--- src/rtl/int_req_ctrl.sv ---
// Interrupt request controller: edge-detects buttons/switches, latches pending bits,
// presents one prioritised held request to the core. Optional INT_REQ_SYNC_EN adds input synchronisers.
module int_req_ctrl #(
    parameter int NBTN = 4,
    parameter int NSW  = 3,
    parameter int GAP  = 2,
    parameter int IDW  = 3
) (
    input  logic                 CLK,
    input  logic                 rst,
    input  logic [NBTN-1:0]      btn_in,
    input  logic [NSW-1:0]       switch_in,
    input  logic [NBTN+NSW-1:0]  int_mask,
    input  logic                 int_ack,
    output logic                 int_sig,
    output logic [IDW-1:0]       int_id,
    output logic [NBTN+NSW-1:0]  int_pending
);

    localparam int NS = NBTN + NSW;
    localparam int CW = $clog2(GAP + 1);

    typedef enum logic [1:0] {
        ST_IDLE,
        ST_ASSERT,
        ST_GAP
    } state_t;

    state_t          r_state;
    state_t          w_state_nxt;
    logic            r_sig;
    logic            w_sig_nxt;
    logic [IDW-1:0]  r_id;
    logic [IDW-1:0]  w_id_nxt;
    logic [CW-1:0]   r_cnt;
    logic [CW-1:0]   w_cnt_nxt;
    logic            w_ack_clr;

    logic [NBTN-1:0] w_btn;
    logic [NSW-1:0]  w_sw;
    logic [NBTN-1:0] r_btn_prev;
    logic [NSW-1:0]  r_sw_prev;
    logic            r_arm;
    logic [NS-1:0]   w_ev;
    logic [NS-1:0]   w_clr;
    logic [NS-1:0]   r_pend;
    logic [NS-1:0]   w_req;
    logic [IDW-1:0]  w_top;

`ifdef INT_REQ_SYNC_EN
    logic [NBTN-1:0] r_btn_s1;
    logic [NBTN-1:0] r_btn_s2;
    logic [NSW-1:0]  r_sw_s1;
    logic [NSW-1:0]  r_sw_s2;
    logic [1:0]      r_arm_cnt;

    // Arm only once the synchroniser pipeline holds real input samples
    always_ff @(posedge CLK or posedge rst) begin
        if (rst) begin
            r_btn_s1  <= '0;
            r_btn_s2  <= '0;
            r_sw_s1   <= '0;
            r_sw_s2   <= '0;
            r_arm_cnt <= '0;
            r_arm     <= 1'b0;
        end else begin
            r_btn_s1  <= btn_in;
            r_btn_s2  <= r_btn_s1;
            r_sw_s1   <= switch_in;
            r_sw_s2   <= r_sw_s1;
            if (r_arm_cnt != 2'd3)
                r_arm_cnt <= r_arm_cnt + 2'd1;
            if (r_arm_cnt == 2'd2)
                r_arm <= 1'b1;
        end
    end

    assign w_btn = r_btn_s2;
    assign w_sw  = r_sw_s2;
`else
    always_ff @(posedge CLK or posedge rst) begin
        if (rst)
            r_arm <= 1'b0;
        else
            r_arm <= 1'b1;
    end

    assign w_btn = btn_in;
    assign w_sw  = switch_in;
`endif

    always_ff @(posedge CLK or posedge rst) begin
        if (rst) begin
            r_btn_prev <= '0;
            r_sw_prev  <= '0;
        end else begin
            r_btn_prev <= w_btn;
            r_sw_prev  <= w_sw;
        end
    end

    assign w_ev = {w_sw ^ r_sw_prev, w_btn & ~r_btn_prev} & {NS{r_arm}};

    always_comb begin
        w_clr = '0;
        for (int i = 0; i < NS; i++)
            w_clr[i] = w_ack_clr && (r_id == IDW'(i));
    end

    // A new event on the acknowledged source wins over the clear
    always_ff @(posedge CLK or posedge rst) begin
        if (rst)
            r_pend <= '0;
        else
            r_pend <= (r_pend & ~w_clr) | w_ev;
    end

    assign w_req = r_pend & int_mask;

    always_comb begin
        w_top = '0;
        for (int i = NS - 1; i >= 0; i--)
            if (w_req[i])
                w_top = IDW'(i);
    end

    always_ff @(posedge CLK or posedge rst) begin
        if (rst) begin
            r_state <= ST_IDLE;
            r_sig   <= 1'b0;
            r_id    <= '0;
            r_cnt   <= '0;
        end else begin
            r_state <= w_state_nxt;
            r_sig   <= w_sig_nxt;
            r_id    <= w_id_nxt;
            r_cnt   <= w_cnt_nxt;
        end
    end

    // Last gap cycle re-evaluates requests so the low time is exactly GAP
    always_comb begin
        w_state_nxt = r_state;
        w_sig_nxt   = r_sig;
        w_id_nxt    = r_id;
        w_cnt_nxt   = r_cnt;
        w_ack_clr   = 1'b0;
        unique case (r_state)
            ST_IDLE: begin
                w_sig_nxt = 1'b0;
                if (|w_req) begin
                    w_state_nxt = ST_ASSERT;
                    w_sig_nxt   = 1'b1;
                    w_id_nxt    = w_top;
                end
            end
            ST_ASSERT: begin
                w_sig_nxt = 1'b1;
                if (int_ack) begin
                    w_ack_clr   = 1'b1;
                    w_sig_nxt   = 1'b0;
                    w_cnt_nxt   = CW'(GAP);
                    w_state_nxt = ST_GAP;
                end
            end
            ST_GAP: begin
                w_sig_nxt = 1'b0;
                if (r_cnt <= CW'(1)) begin
                    w_cnt_nxt = '0;
                    if (|w_req) begin
                        w_state_nxt = ST_ASSERT;
                        w_sig_nxt   = 1'b1;
                        w_id_nxt    = w_top;
                    end else begin
                        w_state_nxt = ST_IDLE;
                    end
                end else begin
                    w_cnt_nxt = r_cnt - CW'(1);
                end
            end
            default: begin
                w_state_nxt = ST_IDLE;
                w_sig_nxt   = 1'b0;
            end
        endcase
    end

    assign int_sig     = r_sig;
    assign int_id      = r_id;
    assign int_pending = r_pend;

endmodule

--- config.mk ---
export PLATFORM = sky130hd
export DESIGN_NAME = int_req_ctrl
export DESIGN_NICKNAME = d
export VERILOG_FILES = /design/src/rtl/int_req_ctrl.sv
export SDC_FILE = /design/constraint.sdc
export NUM_CORES = 1
export LEC_CHECK = 0
export ABC_CLOCK_PERIOD_IN_PS = 1400
export BUFFER_PORTS_ARGS = -buffer_cell sky130_fd_sc_hd__buf_4
export CORE_UTILIZATION = 45
export DETAILED_ROUTE_END_ITERATION = 10
export GPL_TIMING_DRIVEN = 0
export PLACE_DENSITY = 0.73
export SLEW_MARGIN = 20
export SYNTH_ARGS = -nofsm -noshare
export SYNTH_HDL_FRONTEND = slang
export SYNTH_SLANG_ARGS = --single-unit
--- constraint.sdc ---
create_clock -name CLK -period 1.4 [get_ports CLK]
set_input_delay 0.14 -clock CLK [delete_from_list [all_inputs] [get_ports CLK]]
set_output_delay 0.14 -clock CLK [all_outputs]
set_load 0.02 [all_outputs]
==> results of run 1 <==
## worst max path at each step
stage | startpoint | to | slack [ns] | depth (start not counted)
4_1_cts | r_state[1] | int_pending[5] | 0.003 | 4
6_report | r_state[1] | int_pending[5] | 0.007 | 4
5_1_grt | r_state[1] | int_pending[5] | -0.07 | 4
3_3_place_gp | int_pending[1] | int_id[0] | -0.006 | 4
2_1_floorplan | int_pending[1] | int_id[0] | 0.005 | 4
3_5_place_dp | int_pending[0] | int_id[0] | -0.05 | 4
## metrics by stage
step	util	instance area, µm²	total power, W	setup TNS, ns	cells
after CTS	0.665	1330	0.00245	0	151
after detailed placement	0.613	1230	0.00211	-0.0487	140
after floorplan	-	990	0.00171	0	86
after global routing	0.708	1420	0.00283	-0.125	161
after global placement	0.613	1230	0.00208	-0.00616	140
final	0.708	1420	0.00267	0	161
## placed cells by master (no fill, tap or decap), types with 2 or more instances in the layout
| cell type | synthesis | layout |
|---|---|---|
| sky130_fd_sc_hd__buf_4 | 1 | 38 |
| sky130_fd_sc_hd__dfrtp_1 | 23 | 23 |
| sky130_fd_sc_hd__nand2_1 | 13 | 11 |
| sky130_fd_sc_hd__o21ai_0 | 7 | 7 |
| sky130_fd_sc_hd__dlygate4sd3_1 | 0 | 7 |
| sky130_fd_sc_hd__nand3b_1 | 6 | 6 |
| sky130_fd_sc_hd__a21oi_1 | 6 | 6 |
| sky130_fd_sc_hd__xor2_1 | 3 | 3 |
| sky130_fd_sc_hd__a22o_1 | 3 | 3 |
| sky130_fd_sc_hd__clkbuf_4 | 0 | 3 |
| sky130_fd_sc_hd__nand2_2 | 0 | 2 |
| sky130_fd_sc_hd__nand3_1 | 2 | 2 |
| sky130_fd_sc_hd__a22oi_2 | 0 | 2 |
| sky130_fd_sc_hd__nand2b_1 | 2 | 2 |
| sky130_fd_sc_hd__o31ai_1 | 2 | 2 |
## power groups by stage
stage / Sequential, W / Combinational (W) / Clock, W
3_3_place_gp: 0.00108 / 0.000998 / 0
5_1_grt: 0.00111 / 0.00138 / 0.000340
2_1_floorplan: 0.00120 / 0.000509 / 0
6_report: 0.00108 / 0.00128 / 0.000307
3_5_place_dp: 0.00109 / 0.00102 / 0
4_1_cts: 0.00108 / 0.00105 / 0.000314
## synth_stat cells (all sizes together) (2+ instances only)
master / count
nand3b: 6
a22oi: 3
nand2: 13
nand2b: 2
a22o: 3
o21ai: 8
dfrtp: 23
xor2: 3
a21oi: 7
buf: 2
nand3: 2
o31ai: 2
## worst register-to-register path: stages, from the launching register on
cell and delay [ns]:
sky130_fd_sc_hd__dfrtp_1 0.40, sky130_fd_sc_hd__buf_6 0.13, sky130_fd_sc_hd__nand4b_4 0.18, sky130_fd_sc_hd__or3b_1 0.39
sky130_fd_sc_hd__a22o_1 0.20
## flip-flops by register name, summed over array words and instances, names as in the netlist
| name | count |
|---|---|
| r_sw_prev | 3 |
| r_state | 2 |
| r_arm | 1 |
| r_btn_prev | 4 |
| int_sig | 1 |
| r_cnt | 2 |
| int_id | 3 |
| int_pending | 7 |
## logic make-up after synthesis
| logic type | after synthesis | share of synthesized area |
|---|---|---|
| AOI/OAI and AO/OA | 25 | 0.164 |
| xor gates and xnor gates | 3 | 0.0267 |
| buffers and inverters | 3 | 0.0229 |
| DFF | 23 | 0.584 |
| muxes | 2 | 0.0216 |
| other | 1 | 0.00381 |
| and+or+nand+nor | 29 | 0.177 |
## layout make-up
type                            instances  area [µm²]  share of cell area
Inverter                                1        3.75             0.00265
Clock buffer                            4        26.3              0.0186
Tap cell                               27        33.8              0.0239
Timing Repair Buffer                   44         348               0.246
Multi-Input combinational cell         60         410               0.290
Sequential cell                        23         576               0.406
Buffer                                  2        18.8              0.0133
## routing by layer
metal / share of wire / GRT usage / vias up
li1: - / - / 405
met4: 0.036 / 0.103 / 0
met1: 0.43 / 0.259 / 435
met2: 0.48 / 0.313 / 34
met3: 0.046 / 0.0280 / 8
met5: 0 / 0 / -
## timing repair
action	in CTS	in global routing
hold endpoints to repair	7	0
hold buffers	7	0
setup buffers	0	10
pin swaps	0	3
gates resized for setup	2	3
endpoints found under the setup margin	1	6
==> impl_results.md, run 1 <==
* Number of buffer and inverter stages on the critical path at 1
* Routed wirelength normalized by instance count at 14.3 µm
* Floorplan row count at 16
* P&R area growth vs syn at 43.8%
* Type of the worst setup path: reg2reg
* Area share of the leading cell type in the synthesized netlist at 0.584
* Worst slew margin relative to its limit at 0.422
* Endpoint of the most critical register-to-register path: int_pending[5]
* Number of max-slew violations in the final report at 0
* Setup repair after global routing missed its margin: yes
* Largest cells by area after synthesis: sky130_fd_sc_hd__dfrtp_1, sky130_fd_sc_hd__nand2_1, sky130_fd_sc_hd__nand3b_1
* Minimum setup slack among reg-to-reg paths at 0.007 ns
* RR Startpoint: r_state[1]
* CTS Sinks at 23
* First-pass iteration count of the detailed router at 4
* Post-layout minimum cycle time at about 1.4 ns
* Cells after Synth at 86
* NumNets Final at about 150
* Number of nets with antenna violations after routing at 0
* Buffer type at the clock tree root: sky130_fd_sc_hd__clkbuf_4
* Max-capacitance violation count at 0
* Total global routing track utilization at 0.196
* Leak at 0.632 nW
* Fillers at between 150 and 200
* Clock slew at reported path FFs at around 0.12 ns
* Total wirelength of the detailed-routed design at 2.30 mm
* X dimension of the die at between 40 and 50 µm
* Failing checks: negative hold slack
* TritonCTS Buffers at 3
* Number of hold violations in the final report at 12
* Switching part of the total at 0.390
* Placer Congestion at 0.798
* Starting density of the core at 0.492
* Crit path max-delay cell type: sky130_fd_sc_hd__dfrtp_1
* Cell-internal power at 0.00163 W
* Count of final setup violators at 0
* Worst Skew at ~0.0047 ns
* Number of global-route vias before repair at 776
* # DRC at 0
* Routed via count at 882
* Worst-Skew Late Latency at 0.31 ns
* Kind of end point of the critical path: flip-flop
* Final critical-path setup slack at 0.00743 ns
* Number of input and output port buffers inserted at 27
* Post-synth top flop: sky130_fd_sc_hd__dfrtp_1
* Synthesized flop and latch total at 23
* Post-synth EDFFs at 0
* Delay of the slowest cell on the worst path at roughly 0.4 ns
* Congestion Overflow GR at 0
* Maximum number of pins on one net before global-route repair at 24
* Diode count at 0
* Half-perimeter wire length after placement at between 1 and 1.5 mm
* Kind of cell with the highest combined delay on the critical path: simple AND/OR/NAND/NOR gates
* Path category of the worst min-delay check: in2async
* Via density per instance at approximately 5.5
* Synthesized cell area at 985 µm²
* Mean Syn Cell Area at 11.4 µm²
* Power density over the cells at 1880 mW/mm²
* Largest driver fanout on the critical path at 7
* Worst-Margin Slew at 0.866 ns
* Floorplan die height at about 50 µm
* Net Sw Power at 0.00104 W
* Leading area contributor after synthesis: sky130_fd_sc_hd__dfrtp_1
* Startpoint kind of the worst setup timing path: flip-flop
* Antenna violations before repair at 0
* Number of cells on the worst reg-to-reg path at 4
* Maximum clock path buffer count at 2
* WP data required at approximately 1.6 ns
* Ordered list of cells on the worst path: buf_6, nand4b_4, or3b_1, a22o_1
* Minimum hold slack at -0.00206 ns
* Fraction of final layout cells with drive strength greater than 1 at 0.388
* Post-placement worst setup slack at -0.0487 ns
* Area of the die at 0.00238 mm²
* Run status: finished, violations left
* Arrival time of data at the critical path endpoint at 1.60 ns
* Sequential share of the synthesized area at 0.584
* Post-synthesis cell type count at 27
* Final worst path period share at 0.995
* Peak clock frequency supported by timing at slightly above 0.7 GHz
* H-tree levels at 1
* Power share of the sequential group at 0.407
* Number of I/O pins at 28
* Clock network fraction of total power at 0.115
* Detailed router's first-iteration violation count at 13
* CTS tree: yes
* Synth warn at 0
* Core footprint at 0.00200 mm²
* Global-route wire length before repair at around 3.5 mm
* Largest voltage drop on the vdd net at between 1 and 1.5 mV
* Post-Syn Nets at 103
* Combinational cell fraction of total power at 0.478
* Share of synthesized flip-flops with an asynchronous set or reset at 1.00
Power figures use the tool's default switching activity.
==> run 2, diff against run 1 <==
Settings changed: CORE_MARGIN from default to 10.
==> run 2 against run 1 <==
The run still ends with negative hold slack left. Critical path type unchanged. Critical path depth unchanged. Clock power down 4%. Cell count down 1.2%. Die area up 87%.
==> impl_results.md, run 2 (synthesis gave the netlist of run 1 again) <==
* Run status: finished, violations left
* Failing checks: negative hold slack
* Number of hold violations in the final report at 23 (+11)
* CTS tree: yes
* Global-route wire length before repair at 3.56 mm (+2.0%)
* Endpoint of the most critical register-to-register path: int_pending[5]
* Placer Congestion at 0.809 (+1.4%)
* Maximum number of pins on one net before global-route repair at 24 (unchanged)
* Most common library cell in the layout ignoring fill and taps: sky130_fd_sc_hd__buf_4
* Minimum setup slack among reg-to-reg paths at 0.03 ns (+0.02 ns)
* Starting density of the core at 0.487 (-0.00487)
* Diode count at 0 (unchanged)
* Largest driver fanout on the critical path at 7 (unchanged)
* First-pass iteration count of the detailed router at 4 (unchanged)
* Setup repair after global routing missed its margin: yes
* NumNets Final at 150 (-1.3%)
* Worst-Skew Late Latency at 0.30 ns (about the same)
* Buffer type at the clock tree root: sky130_fd_sc_hd__clkbuf_4
* Core footprint at 0.00202 mm² (+1.0%)
* RR Startpoint: r_state[1]
* X dimension of the die at 66.8 µm (+37%)
* Routed via count at 807 (-8.5%)
* # DRC at 0 (unchanged)
* Max FFs per register at 7 (unchanged)
* CTS Sinks at 23 (unchanged)
* Congestion Overflow GR at 0 (unchanged)
* Via density per instance at 5.08 (-7.4%)
* Total global routing track utilization at 0.101 (-0.0946)
* Max-capacitance violation count at 0 (unchanged)
* Floorplan die height at 66.8 µm (+37%)
* Final core utilization at 0.693 (-0.0144)
* Number of global-route vias before repair at 831 (+7.1%)
* Fillers at 164 (-3.5%)
* Power density over the cells at 1830 mW/mm² (-2.7%)
* Final worst path period share at 0.982 (-0.0126)
* Kind of end point of the critical path: flip-flop
* Area used by multi-input combinational logic at 410 µm² (unchanged)
* Arrival time of data at the critical path endpoint at 1.58 ns (-0.02 ns)
* Leak at 0.624 nW (-1.2%)
* Overall power of the completed layout at 0.00257 W (-3.7%)
* Worst-Margin Slew at 0.825 ns (-0.0414 ns)
* WP data required at 1.60 ns (about the same)
* Clock slew at reported path FFs at 0.12 ns (about the same)
* Number of I/O pins at 28 (unchanged)
* Post-Place Cells at 140 (unchanged)
* Largest voltage drop on the vdd net at 1.10 mV (-11%)
* TritonCTS Buffers at 3 (unchanged)
* Routed wirelength normalized by instance count at 14.1 µm (-1.3%)
* Half-perimeter wire length after placement at 1.65 mm (+12%)
* Number of input and output port buffers inserted at 27 (unchanged)
* Floorplan row count at 16 (unchanged)
* Final Non-Filler Cells at 159 (-1.2%)
* Minimum hold slack at -0.00960 ns (-0.00754 ns)
* Fraction of final layout cells with drive strength greater than 1 at 0.379 (-0.00927)
* Most frequent cells in the layout: sky130_fd_sc_hd__buf_4, sky130_fd_sc_hd__dfrtp_1, sky130_fd_sc_hd__nand2_1, sky130_fd_sc_hd__o21ai_0, sky130_fd_sc_hd__dlygate4sd3_1
* Maximum clock path buffer count at 2 (unchanged)
* H-tree levels at 1 (unchanged)
* Total wirelength of the detailed-routed design at 2.25 mm (-2.6%)
* Detailed router's first-iteration violation count at 11 (-2)
* Worst Skew at 0.00176 ns (-0.00295 ns)
* P&R area growth vs syn at 42.3%
* Peak clock frequency supported by timing at 0.727 GHz (+1.3%)
* Startpoint kind of the worst setup timing path: flip-flop
* Number of max-slew violations in the final report at 0 (unchanged)
* Count of final setup violators at 0 (unchanged)
* Number of nets with antenna violations after routing at 0 (unchanged)
* Path category of the worst min-delay check: in2async
* FF/Latch Area at 576 µm² (unchanged)
* Antenna violations before repair at 0 (unchanged)
* Number of cells on the worst reg-to-reg path at 4 (unchanged)
* Worst slew margin relative to its limit at 0.450 (+0.0276)
* Type of the worst setup path: reg2reg
* Post-layout minimum cycle time at 1.37 ns (-0.0176 ns)
* Final total negative setup slack at 0 ns (unchanged)
* Area of the die at 0.00446 mm² (+87%)
run 2: changes by cell type in the layout (fill, tap and decap cells not counted), sizes merged:
cell  change
buf       -2
run 2: routing by layer:
metal,up-vias,GRT usage,part of all wire
met5,-,0,0
met2,28,0.161,0.48
met4,0,0.0550,0.013
met1,373,0.106,0.40
li1,402,-,-
met3,4,0.0502,0.11
run 2: layout make-up:
class,count,area share
well taps,27,0.0241
repair buffers,42,0.238
multi-input cells,60,0.293
plain buffers,2,0.0134
flip-flops and latches,23,0.411
clock buffers,4,0.0188
inverters,1,0.00268
run 2: worst max path at each step:
stage / start / endpoint / slack, ns / cells past startpoint
CTS: int_pending[2] / int_id[0] / 0.009 / 4
detailed placement: int_pending[0] / int_id[0] / -0.02 / 4
floorplan: int_pending[1] / int_id[0] / 0.005 / 4
finish: r_state[1] / int_pending[5] / 0.03 / 4
global route: r_state[1] / int_pending[5] / -0.04 / 4
global placement: int_pending[1] / int_id[0] / -0.01 / 4
run 2: worst max-delay path: stages, from the launching register on:
cell                       delay, ns
sky130_fd_sc_hd__dfrtp_1        0.39
sky130_fd_sc_hd__buf_6          0.13
sky130_fd_sc_hd__nand4b_4       0.17
sky130_fd_sc_hd__or3b_1         0.38
sky130_fd_sc_hd__a22o_1         0.21
run 2: timing repair:
action | in CTS | in global routing
pin swaps | 0 | 5
gates cloned | 0 | 0
setup buffers | 0 | 8
hold buffers | 7 | 0
endpoints found under the hold margin | 7 | 0
endpoints found under the setup margin | 1 | 4
gates resized for setup | 2 | 3
run 2: power by group:
| group | leakage, nW | internal (W) | switching (W) |
|---|---|---|---|
| combinational | 0.354 | 0.000609 | 0.000585 |
| clock | 0.0150 | 0.000111 | 0.000184 |
| sequential | 0.255 | 0.000859 | 0.000219 |
| total | 0.624 | 0.00158 | 0.000988 |
run 2: stage by stage:
step	cell area (µm²)	setup WS (ns)
2_1_floorplan	990	0.00540
5_1_grt	1400	-0.0421
4_1_cts	1330	0.00857
6_report	1400	0.0250
3_3_place_gp	1230	-0.00951
3_5_place_dp	1230	-0.0244
